--- config.mk ---
export PLATFORM = sky130hd
export DESIGN_NAME = uart_tx_fifo_flat
export DESIGN_NICKNAME = d
export VERILOG_FILES = /design/src/rtl/uart_tx_fifo_if.sv /design/src/rtl/uart_tx_fifo.sv /design/src/flat_wrapper.sv
export SDC_FILE = /design/constraint.sdc
export NUM_CORES = 1
export LEC_CHECK = 0
export CORE_MARGIN = 1.5
export CORE_UTILIZATION = 60
export DETAILED_ROUTE_END_ITERATION = 10
export PLACE_DENSITY = 0.81
export SYNTH_ARGS = -nofsm -noshare
export SYNTH_HDL_FRONTEND = slang
export SYNTH_SLANG_ARGS = --single-unit
export TNS_END_PERCENT = 50
--- constraint.sdc ---
create_clock -name clk -period 3.2 [get_ports clk]
set_input_delay 0.48 -clock clk [delete_from_list [all_inputs] [get_ports clk]]
set_output_delay 0.48 -clock clk [all_outputs]
set_load 0.01 [all_outputs]
--- src/rtl/uart_tx_fifo_if.sv ---
// Bus bundle for uart_tx_fifo: push/clear controls in, FIFO status and serial line out.
// The master drives pushes; the slave (uart_tx_fifo) reports status and drives tx.
interface uart_tx_fifo_if #(
  parameter int CNT_W = 5
) ();
  logic             wr_en;
  logic [7:0]       wr_data;
  logic             clr_ovf;
  logic             full;
  logic             empty;
  logic             busy;
  logic [CNT_W-1:0] count;
  logic             overflow;
  logic             tx;

  modport master (
    output wr_en, wr_data, clr_ovf,
    input  full, empty, busy, count, overflow, tx
  );

  modport slave (
    input  wr_en, wr_data, clr_ovf,
    output full, empty, busy, count, overflow, tx
  );
endinterface

--- src/rtl/uart_tx_fifo.sv ---
// Memory-mapped UART transmitter: byte FIFO feeding an 8N1 serializer with a registered tx pin.
// Define UART_TX_PARITY_EN to add an even-parity bit after the data bits (8E1 framing).
module uart_tx_fifo #(
  parameter int CLKS_PER_BIT = 868,
  parameter int FIFO_DEPTH   = 16,
  parameter int CNT_W        = $clog2(FIFO_DEPTH) + 1
) (
  input  logic           clk,
  input  logic           rst_n,
  uart_tx_fifo_if.slave  bus
);

  localparam int AW = $clog2(FIFO_DEPTH);
  localparam int TW = (CLKS_PER_BIT > 1) ? $clog2(CLKS_PER_BIT) : 1;
  localparam logic [TW-1:0]    TMAX    = TW'(CLKS_PER_BIT - 1);
  localparam logic [CNT_W-1:0] DEPTH_C = CNT_W'(FIFO_DEPTH);

`ifdef UART_TX_PARITY_EN
  typedef enum logic [2:0] {S_IDLE, S_START, S_DATA, S_PARITY, S_STOP} state_t;
`else
  typedef enum logic [2:0] {S_IDLE, S_START, S_DATA, S_STOP} state_t;
`endif

  // FIFO storage and bookkeeping
  logic [7:0]       r_mem [FIFO_DEPTH];
  logic [AW-1:0]    r_wr_ptr;
  logic [AW-1:0]    r_rd_ptr;
  logic [CNT_W-1:0] r_count;
  logic             r_full;
  logic             r_empty;
  logic             r_overflow;

  // Serializer state
  state_t           r_state;
  state_t           w_state_d;
  logic [TW-1:0]    r_timer;
  logic [2:0]       r_bit_idx;
  logic [7:0]       r_shift;
  logic [7:0]       w_shift_d;
  logic             r_tx;
  logic             w_tx_d;
  logic             w_busy;
`ifdef UART_TX_PARITY_EN
  logic             r_parity;
`endif

  logic             w_push;
  logic             w_pop;
  logic             w_drop;
  logic             w_tick;
  logic [7:0]       w_rd_data;
  logic [CNT_W-1:0] w_count_d;

  assign w_push    = bus.wr_en && !r_full;
  assign w_drop    = bus.wr_en && r_full;
  assign w_pop     = (r_state == S_IDLE) && !r_empty;
  assign w_tick    = (r_timer == TMAX);
  assign w_rd_data = r_mem[r_rd_ptr];
  assign w_count_d = r_count + CNT_W'(w_push) - CNT_W'(w_pop);

  always_ff @(posedge clk) begin
    if (w_push) r_mem[r_wr_ptr] <= bus.wr_data;
  end

  // full/empty follow the next count so they stay aligned with the pointers
  always_ff @(posedge clk or negedge rst_n) begin
    if (!rst_n) begin
      r_wr_ptr   <= '0;
      r_rd_ptr   <= '0;
      r_count    <= '0;
      r_full     <= 1'b0;
      r_empty    <= 1'b1;
      r_overflow <= 1'b0;
    end else begin
      if (w_push) r_wr_ptr <= r_wr_ptr + AW'(1);
      if (w_pop)  r_rd_ptr <= r_rd_ptr + AW'(1);
      r_count <= w_count_d;
      r_full  <= (w_count_d == DEPTH_C);
      r_empty <= (w_count_d == '0);
      if (w_drop)           r_overflow <= 1'b1;
      else if (bus.clr_ovf) r_overflow <= 1'b0;
    end
  end

  // FSM: state register
  always_ff @(posedge clk or negedge rst_n) begin
    if (!rst_n) r_state <= S_IDLE;
    else        r_state <= w_state_d;
  end

  // FSM: next-state logic
  always_comb begin
    w_state_d = r_state;
    case (r_state)
      S_IDLE:   if (!r_empty) w_state_d = S_START;
      S_START:  if (w_tick) w_state_d = S_DATA;
      S_DATA: begin
        if (w_tick && (r_bit_idx == 3'd7)) begin
`ifdef UART_TX_PARITY_EN
          w_state_d = S_PARITY;
`else
          w_state_d = S_STOP;
`endif
        end
      end
`ifdef UART_TX_PARITY_EN
      S_PARITY: if (w_tick) w_state_d = S_STOP;
`endif
      S_STOP:   if (w_tick) w_state_d = S_IDLE;
      default:  w_state_d = S_IDLE;
    endcase
  end

  always_comb begin
    w_shift_d = r_shift;
    if (w_pop)
      w_shift_d = w_rd_data;
    else if ((r_state == S_DATA) && w_tick)
      w_shift_d = {1'b0, r_shift[7:1]};
  end

  // FSM: outputs; tx is decoded from the next state so the pin register
  // changes on the same edge as the state it reflects
  always_comb begin
    w_busy = (r_state != S_IDLE);
    w_tx_d = 1'b1;
    case (w_state_d)
      S_START:  w_tx_d = 1'b0;
      S_DATA:   w_tx_d = w_shift_d[0];
`ifdef UART_TX_PARITY_EN
      S_PARITY: w_tx_d = r_parity;
`endif
      default:  w_tx_d = 1'b1;
    endcase
  end

  always_ff @(posedge clk or negedge rst_n) begin
    if (!rst_n) begin
      r_timer   <= '0;
      r_bit_idx <= '0;
      r_shift   <= '0;
      r_tx      <= 1'b1;
    end else begin
      r_shift <= w_shift_d;
      r_tx    <= w_tx_d;
      if (w_pop) begin
        r_timer   <= '0;
        r_bit_idx <= '0;
      end else if (r_state != S_IDLE) begin
        r_timer <= w_tick ? '0 : r_timer + TW'(1);
        if ((r_state == S_DATA) && w_tick) r_bit_idx <= r_bit_idx + 3'd1;
      end
    end
  end

`ifdef UART_TX_PARITY_EN
  always_ff @(posedge clk or negedge rst_n) begin
    if (!rst_n)     r_parity <= 1'b0;
    else if (w_pop) r_parity <= ^w_rd_data;
  end
`endif

  assign bus.full     = r_full;
  assign bus.empty    = r_empty;
  assign bus.busy     = w_busy;
  assign bus.count    = r_count;
  assign bus.overflow = r_overflow;
  assign bus.tx       = r_tx;

endmodule

--- src/flat_wrapper.sv ---
// flat-port wrapper written by rule: the top's interface ports become plain ports
module uart_tx_fifo_flat 
#(
  parameter int CLKS_PER_BIT = 868,
  parameter int FIFO_DEPTH   = 16,
  parameter int CNT_W        = $clog2(FIFO_DEPTH) + 1
)
  (clk, rst_n, bus_wr_en, bus_wr_data, bus_clr_ovf, bus_full, bus_empty, bus_busy, bus_count, bus_overflow, bus_tx);
  uart_tx_fifo_if #(.CNT_W(CNT_W)) bus_i ();
  input  logic clk;
  input  logic rst_n;
  input wire logic [$bits(bus_i.wr_en)-1:0] bus_wr_en;
  input wire logic [$bits(bus_i.wr_data)-1:0] bus_wr_data;
  input wire logic [$bits(bus_i.clr_ovf)-1:0] bus_clr_ovf;
  output wire logic [$bits(bus_i.full)-1:0] bus_full;
  output wire logic [$bits(bus_i.empty)-1:0] bus_empty;
  output wire logic [$bits(bus_i.busy)-1:0] bus_busy;
  output wire logic [$bits(bus_i.count)-1:0] bus_count;
  output wire logic [$bits(bus_i.overflow)-1:0] bus_overflow;
  output wire logic [$bits(bus_i.tx)-1:0] bus_tx;
  assign bus_i.wr_en = bus_wr_en;
  assign bus_i.wr_data = bus_wr_data;
  assign bus_i.clr_ovf = bus_clr_ovf;
  assign bus_full = bus_i.full;
  assign bus_empty = bus_i.empty;
  assign bus_busy = bus_i.busy;
  assign bus_count = bus_i.count;
  assign bus_overflow = bus_i.overflow;
  assign bus_tx = bus_i.tx;
  uart_tx_fifo #(.CLKS_PER_BIT(CLKS_PER_BIT), .FIFO_DEPTH(FIFO_DEPTH), .CNT_W(CNT_W)) u_core (.clk(clk), .rst_n(rst_n), .bus(bus_i));
endmodule
==> out/metrics.cfg, run 1 <==
[cts]
cts_resized=0
cts_made_buffers=17
h-tree-depth=4
clk_latency_ns=0.43
clock_sinks=169
max-clock-path-buffers=2
cts_tree=built
cts_setup_buffers=0
ctsHoldBuffers=0
clkTransAtPathRegs_ns=0.07
clock-root-buffer=clkbuf_16

[logic_synthesis]
syn_inst=405
ys_types=43
synth_top_area_share=0.550
yosys.area_share.simple=0.0629
netlist_area_mm2=0.00699
synthTopCellsByArea=edfxtp_1, dfrtp_1, mux4_2
synth_fa_ha_area_frac=0.0261
yosysTopAreaCell=edfxtp_1
synth_top_family_by_area=multiplexers
synth-warning-count=0
muxShareOfSynthArea=0.139
syn_nets=431
synth_compound_area_frac=0.0383
synth-xor-area-share=0.0150
ys_ff_latch=169
syn_area_per_cell_um2=17.3
synth_seq_area_share=0.697

[power_and_ir_drop]
peakVddDrop_mv=0.503
clkPwrFrac=0.286
p_sw_frac=0.305
p_comb_frac=0.262
p_int_mw=4.74
p_sw_mw=2.08
power.leakage_nw=2.89
seq_power_share=0.452
p_per_area_mw_per_mm2=861

[place]
detailed_place_hpwl_um=8740
port_buffers=21
dp.cells=562
place_congestion=0.830
dpl-instance-area_mm2=0.00736

[finish]
synthToLayoutAreaGrowth_pct=13.4
final_cell_mix=edfxtp_1, dfrtp_1, mux4_2, nand2_1, mux2i_1
fin_nets=464
post-route-cell-area_mm2=0.00792
layout_commonest_cell=edfxtp_1
diodes=0
drive_gt1_frac=0.182
stdcell_count=594

[drt]
vias_per_cell=6.16
wl_um=12900
drt_iter0_drc=305
ant_nets=0
drcViolationCount=0
wire_per_inst_um=21.7
vias=3660
drtPass1Iterations=5

[timing]
tightest_slew_ns=0.963
layout_min_cycle_time_ns=2.66
whs_ns=0.175
rsz0062_at_grt=false
hold_viol=0
setup_viol=0
finalMaxSlewViolations=0
max_freq_mhz=375
relSlewSlack=0.358
tns_ns=0
finClkSkew_ns=0.0120
period_share=0.832

[run]
maxCapViolCount=0

[worst_setup_path]
start_kind=flip-flop
arrival_ns=3.00
criticalPathCategory=reg2reg
crit_fanout=10
reg2reg_setup_slack_ns=0.54
cp-end-kind=flip-flop
cp.required_ns=3.54

[floorplanning]
coreArea_mm2=0.0114
die_h_um=111
start_util=0.615
rows=39
dieArea_mm2=0.0123
die_x_um=111
ios=22

[global_routing]
antenna_found_initial=0
grt_max_degree=42
grt_overflow=0
grt_pass1_wl_um=21000
globalRouteTotalUtil=0.231
grt_pass1_vias=3787

[outcome]
outcome=finished clean

[hold_path]
hp-class=in2async

## cell usage after synthesis
master,number
nor3b_1,5
a21oi_1,7
dfstp_2,2
edfxtp_1,128
ha_1,13
fa_1,1
a31oi_1,1
or3_1,2
a22o_1,5
and2_1,2
mux2_2,1
xnor2_1,8
and4bb_2,1
or2_2,1
nor3_1,7
inv_2,1
dfrtp_1,39
o2bb2ai_1,1
nor2_1,20
buf_1,1
mux4_2,32
a211oi_1,7
nand2b_1,4
xor2_1,4
conb_1,1
and3_1,2
a31oi_2,1
nor4bb_1,1
mux4_1,1
clkbuf_1,8
nor2b_1,9
nand4_1,3
buf_6,2
nand2_1,22
buf_2,4
a221oi_1,7
inv_1,12
o21ai_0,2
a21o_1,5
or4_1,1
nand3_1,7
mux2i_1,21
buf_4,3
## flip-flops by register name, summed over array words and instances, names as in the netlist
signal and count:
u_core.r_bit_idx 3, u_core.r_rd_ptr 4, u_core.r_state 3, u_core.bus.empty 1
u_core.bus.tx 1, u_core.bus.overflow 1, u_core.bus.count 5, u_core.r_wr_ptr 4
u_core.bus.full 1, u_core.r_mem 128, u_core.r_timer 10, u_core.r_shift 8
## per-layer routing
metal	vias up	routed length [um]	GRT usage	part of all wire
met5	-	0	0	0
met4	0	233	0.0889	0.018
met3	20	708	0.0519	0.055
li1	1641	-	-	-
met2	109	6770	0.380	0.52
met1	1890	5210	0.307	0.40
## final timing paths
path                                             endpoint                   startpoint  cells past startpoint
setup / recovery                u_core.bus.full$_DFF_PN0_  u_core.r_state[0]$_DFF_PN0_                     11
hold / removal              u_core.r_timer[9]$_DFFE_PN0P_                        rst_n                      1
setup reg to reg                u_core.bus.full$_DFF_PN0_  u_core.r_state[0]$_DFF_PN0_                     11
hold reg to reg               u_core.r_state[0]$_DFF_PN0_  u_core.r_state[2]$_DFF_PN0_                      1
max in group asynchronous  u_core.r_rd_ptr[0]$_DFFE_PN0N_                        rst_n                      1
min in group clk              u_core.r_state[0]$_DFF_PN0_  u_core.r_state[2]$_DFF_PN0_                      1
## power by group through the flow
stage	Clock (mW)	Sequential [mW]	Combinational, mW
global route	2.06	3.14	1.94
floorplan	0	2.91	1.45
CTS	1.98	3.09	1.80
detailed placement	0	3.13	1.79
finish	1.95	3.09	1.78
global placement	0	3.11	1.74
## kinds of logic after synthesis
group	count (synthesis)
DFF	169
and+or+nand+nor	87
muxes	55
AOI/OAI and AO/OA	36
buffers and inverters	31
adders and majority gates	14
xor gates and xnor gates	12
other	1
## worst max-delay path, stage by stage (launching register included)
cell	delay (ns)
dfrtp_1	0.43
nor3_1	0.27
nand2b_1	0.12
inv_2	0.17
ha_1	0.14
inv_1	0.04
ha_1	0.19
fa_1	0.41
a21o_1	0.19
a21oi_1	0.18
xnor2_1	0.19
nor3b_1	0.23
## area by class of cell
cell class	count	area, um^2
fill	705	3450
multi-input combinational	205	1970
inverter	13	48.8
clock buffer	17	425
tap	143	179
timing repair buffer	32	288
sequential	169	4870
clock inverter	15	140
## per-stage QoR
stage	setup slack (ns)	power, mW	utilization
global placement	0.705	4.85	0.647
global route	0.270	7.14	0.697
floorplan	0.652	4.36	-
finish	0.536	6.82	0.697
CTS	0.541	6.87	0.697
detailed placement	0.529	4.92	0.647
Note: power is estimated with default switching activity, not from simulation.
==> inputs of run 2 (changes only) <==
==> constraint.sdc (replaced) <==
create_clock -name clk -period 2.47 [get_ports clk]
set_input_delay 0.3705 -clock clk [delete_from_list [all_inputs] [get_ports clk]]
set_output_delay 0.3705 -clock clk [all_outputs]
set_load 0.01 [all_outputs]
==> run 2 against run 1 <==
Effect of this change:
- clock skew decreased by 0.0056 ns
- sequential share of layout area shrank 1.8 points
- worst setup slack worse by 0.43 ns
- via count grew 3.4%
- wire length is 6.7% higher
- largest cell class unchanged
- cell count is 4.2% higher
- largest power group unchanged
- register-to-register slack got worse by 0.43 ns
- combinational power up 56%
==> out/metrics.cfg, run 2 (synthesized netlist as in run 1, its figures left out) <==
[timing]
finalMaxSlewViolations=0
setup_viol=0
layout_min_cycle_time_ns=2.36
tns_ns=0
relSlewSlack=0.578
hold_viol=0
tightest_slew_ns=0.632
finClkSkew_ns=0.00638
period_share=0.956
max_freq_mhz=424

[finish]
top_regs=u_core.r_mem: 128 flops, u_core.r_timer: 10 flops, u_core.r_shift: 8 flops
diodes=0
largest_register_ffs=128
fin_nets=489
post-route-cell-area_mm2=0.00815
layout_commonest_cell=edfxtp_1
final_cell_mix=edfxtp_1, dfrtp_1, buf_4, mux4_2, nand2_1
regMostFlops=u_core.r_mem
synthToLayoutAreaGrowth_pct=16.7
drive_gt1_frac=0.235

[floorplanning]
rows=39
die_x_um=111
dieArea_mm2=0.0123
start_util=0.615
die_h_um=111
ios=22
coreArea_mm2=0.0114

[worst_setup_path]
criticalPathCategory=reg2reg
cp-end-kind=flip-flop
crit_end=u_core.bus.full$_DFF_PN0_
rr_startpoint=u_core.r_state[2]$_DFF_PN0_
cp.required_ns=2.81
arrival_ns=2.71
crit_start=u_core.r_state[2]$_DFF_PN0_
r2r_end=u_core.bus.full$_DFF_PN0_
reg2regPathDepth=9
start_kind=flip-flop
crit_fanout=4
reg2reg_setup_slack_ns=0.11

[drt]
drt_iter0_drc=239
drtPass1Iterations=4
drcViolationCount=0
wire_per_inst_um=22.3
vias_per_cell=6.11
ant_nets=0
vias=3784
wl_um=13800

[power_and_ir_drop]
peakVddDrop_mv=0.707
p_per_area_mw_per_mm2=1110
power.leakage_nw=3.02
total_power_mw=9.07

[cts]
clock_sinks=169
clkTransAtPathRegs_ns=0.06
cts_made_buffers=17
clk_latency_ns=0.43
cts_tree=built
clock-root-buffer=clkbuf_16
max-clock-path-buffers=2
h-tree-depth=4

[place]
detailed_place_hpwl_um=8780
port_buffers=21
dpl-instance-area_mm2=0.00754
place_congestion=0.830

[global_routing]
globalRouteTotalUtil=0.240
grt_pass1_vias=4073
grt_overflow=0
grt_max_degree=28
antenna_found_initial=0
grt_pass1_wl_um=21600

[outcome]
outcome=finished clean

[hold_path]
hp-class=in2async

[run]
maxCapViolCount=0

[run 2: worst max-delay path: stages (launching register included)]
cell	delay [ns]
dfrtp_1	0.42
nor3_2	0.22
nand2b_1	0.11
inv_2	0.07
ha_1	0.21
inv_1	0.09
ha_4	0.14
fa_2	0.44
or3_4	0.41
nor3b_2	0.17
[run 2: power breakdown]
| part | leakage, nW | internal, mW | switching, mW |
|---|---|---|---|
| Combinational | 1.09 | 1.40 | 1.37 |
| Clock | 0.263 | 1.39 | 1.08 |
| Sequential | 1.66 | 3.52 | 0.311 |
| Total | 3.02 | 6.31 | 2.76 |
[run 2: timing repair]
| action | CTS | global route |
|---|---|---|
| gates resized for setup | 1 | 6 |
| endpoints found under the hold margin | 22 | 0 |
| pin swaps | 0 | 2 |
| endpoints found under the setup margin | 1 | 2 |
| hold buffers | 1 | 0 |
| buffers inserted | 0 | 2 |
[run 2: stage by stage]
step | hold WS [ns] | util | setup slack [ns] | instances
3_3_place_gp | 0.383 | 0.663 | 0.115 | 584
6_report | 0.469 | 0.717 | 0.109 | 619
3_5_place_dp | 0.399 | 0.663 | -0.00925 | 584
5_1_grt | 0.519 | 0.717 | -0.00868 | 619
2_1_floorplan | 0.0749 | - | 0.0294 | 405
4_1_cts | 0.483 | 0.713 | 0.00580 | 617
[run 2: area by class of cell]
cell class,instances,area (um^2)
well taps,143,179
flip-flops and latches,169,4870
clock buffers,18,429
fillers,686,3220
inverters,13,48.8
clock inverters,14,125
multi-input cells,205,2010
repair buffers,57,490
[run 2: per-layer routing]
| metal | routed length, um | track usage |
|---|---|---|
| met3 | 799 | 0.0612 |
| met5 | 0 | 0 |
| met2 | 7100 | 0.399 |
| met4 | 416 | 0.106 |
| met1 | 5470 | 0.302 |
[run 2: worst min-delay path by stage]
stage | startpoint | end | slack (ns) | cells after the start
detailed placement | rst_n | u_core.r_timer[2]$_DFFE_PN0P_ | 0.40 | 1
finish | rst_n | u_core.r_timer[2]$_DFFE_PN0P_ | 0.47 | 2
floorplan | rst_n | u_core.bus.count[0]$_DFF_PN0_ | 0.07 | 0
global placement | rst_n | u_core.r_timer[2]$_DFFE_PN0P_ | 0.38 | 1
CTS | rst_n | u_core.r_bit_idx[2]$_DFFE_PN0P_ | 0.48 | 2
global route | rst_n | u_core.r_timer[2]$_DFFE_PN0P_ | 0.52 | 2
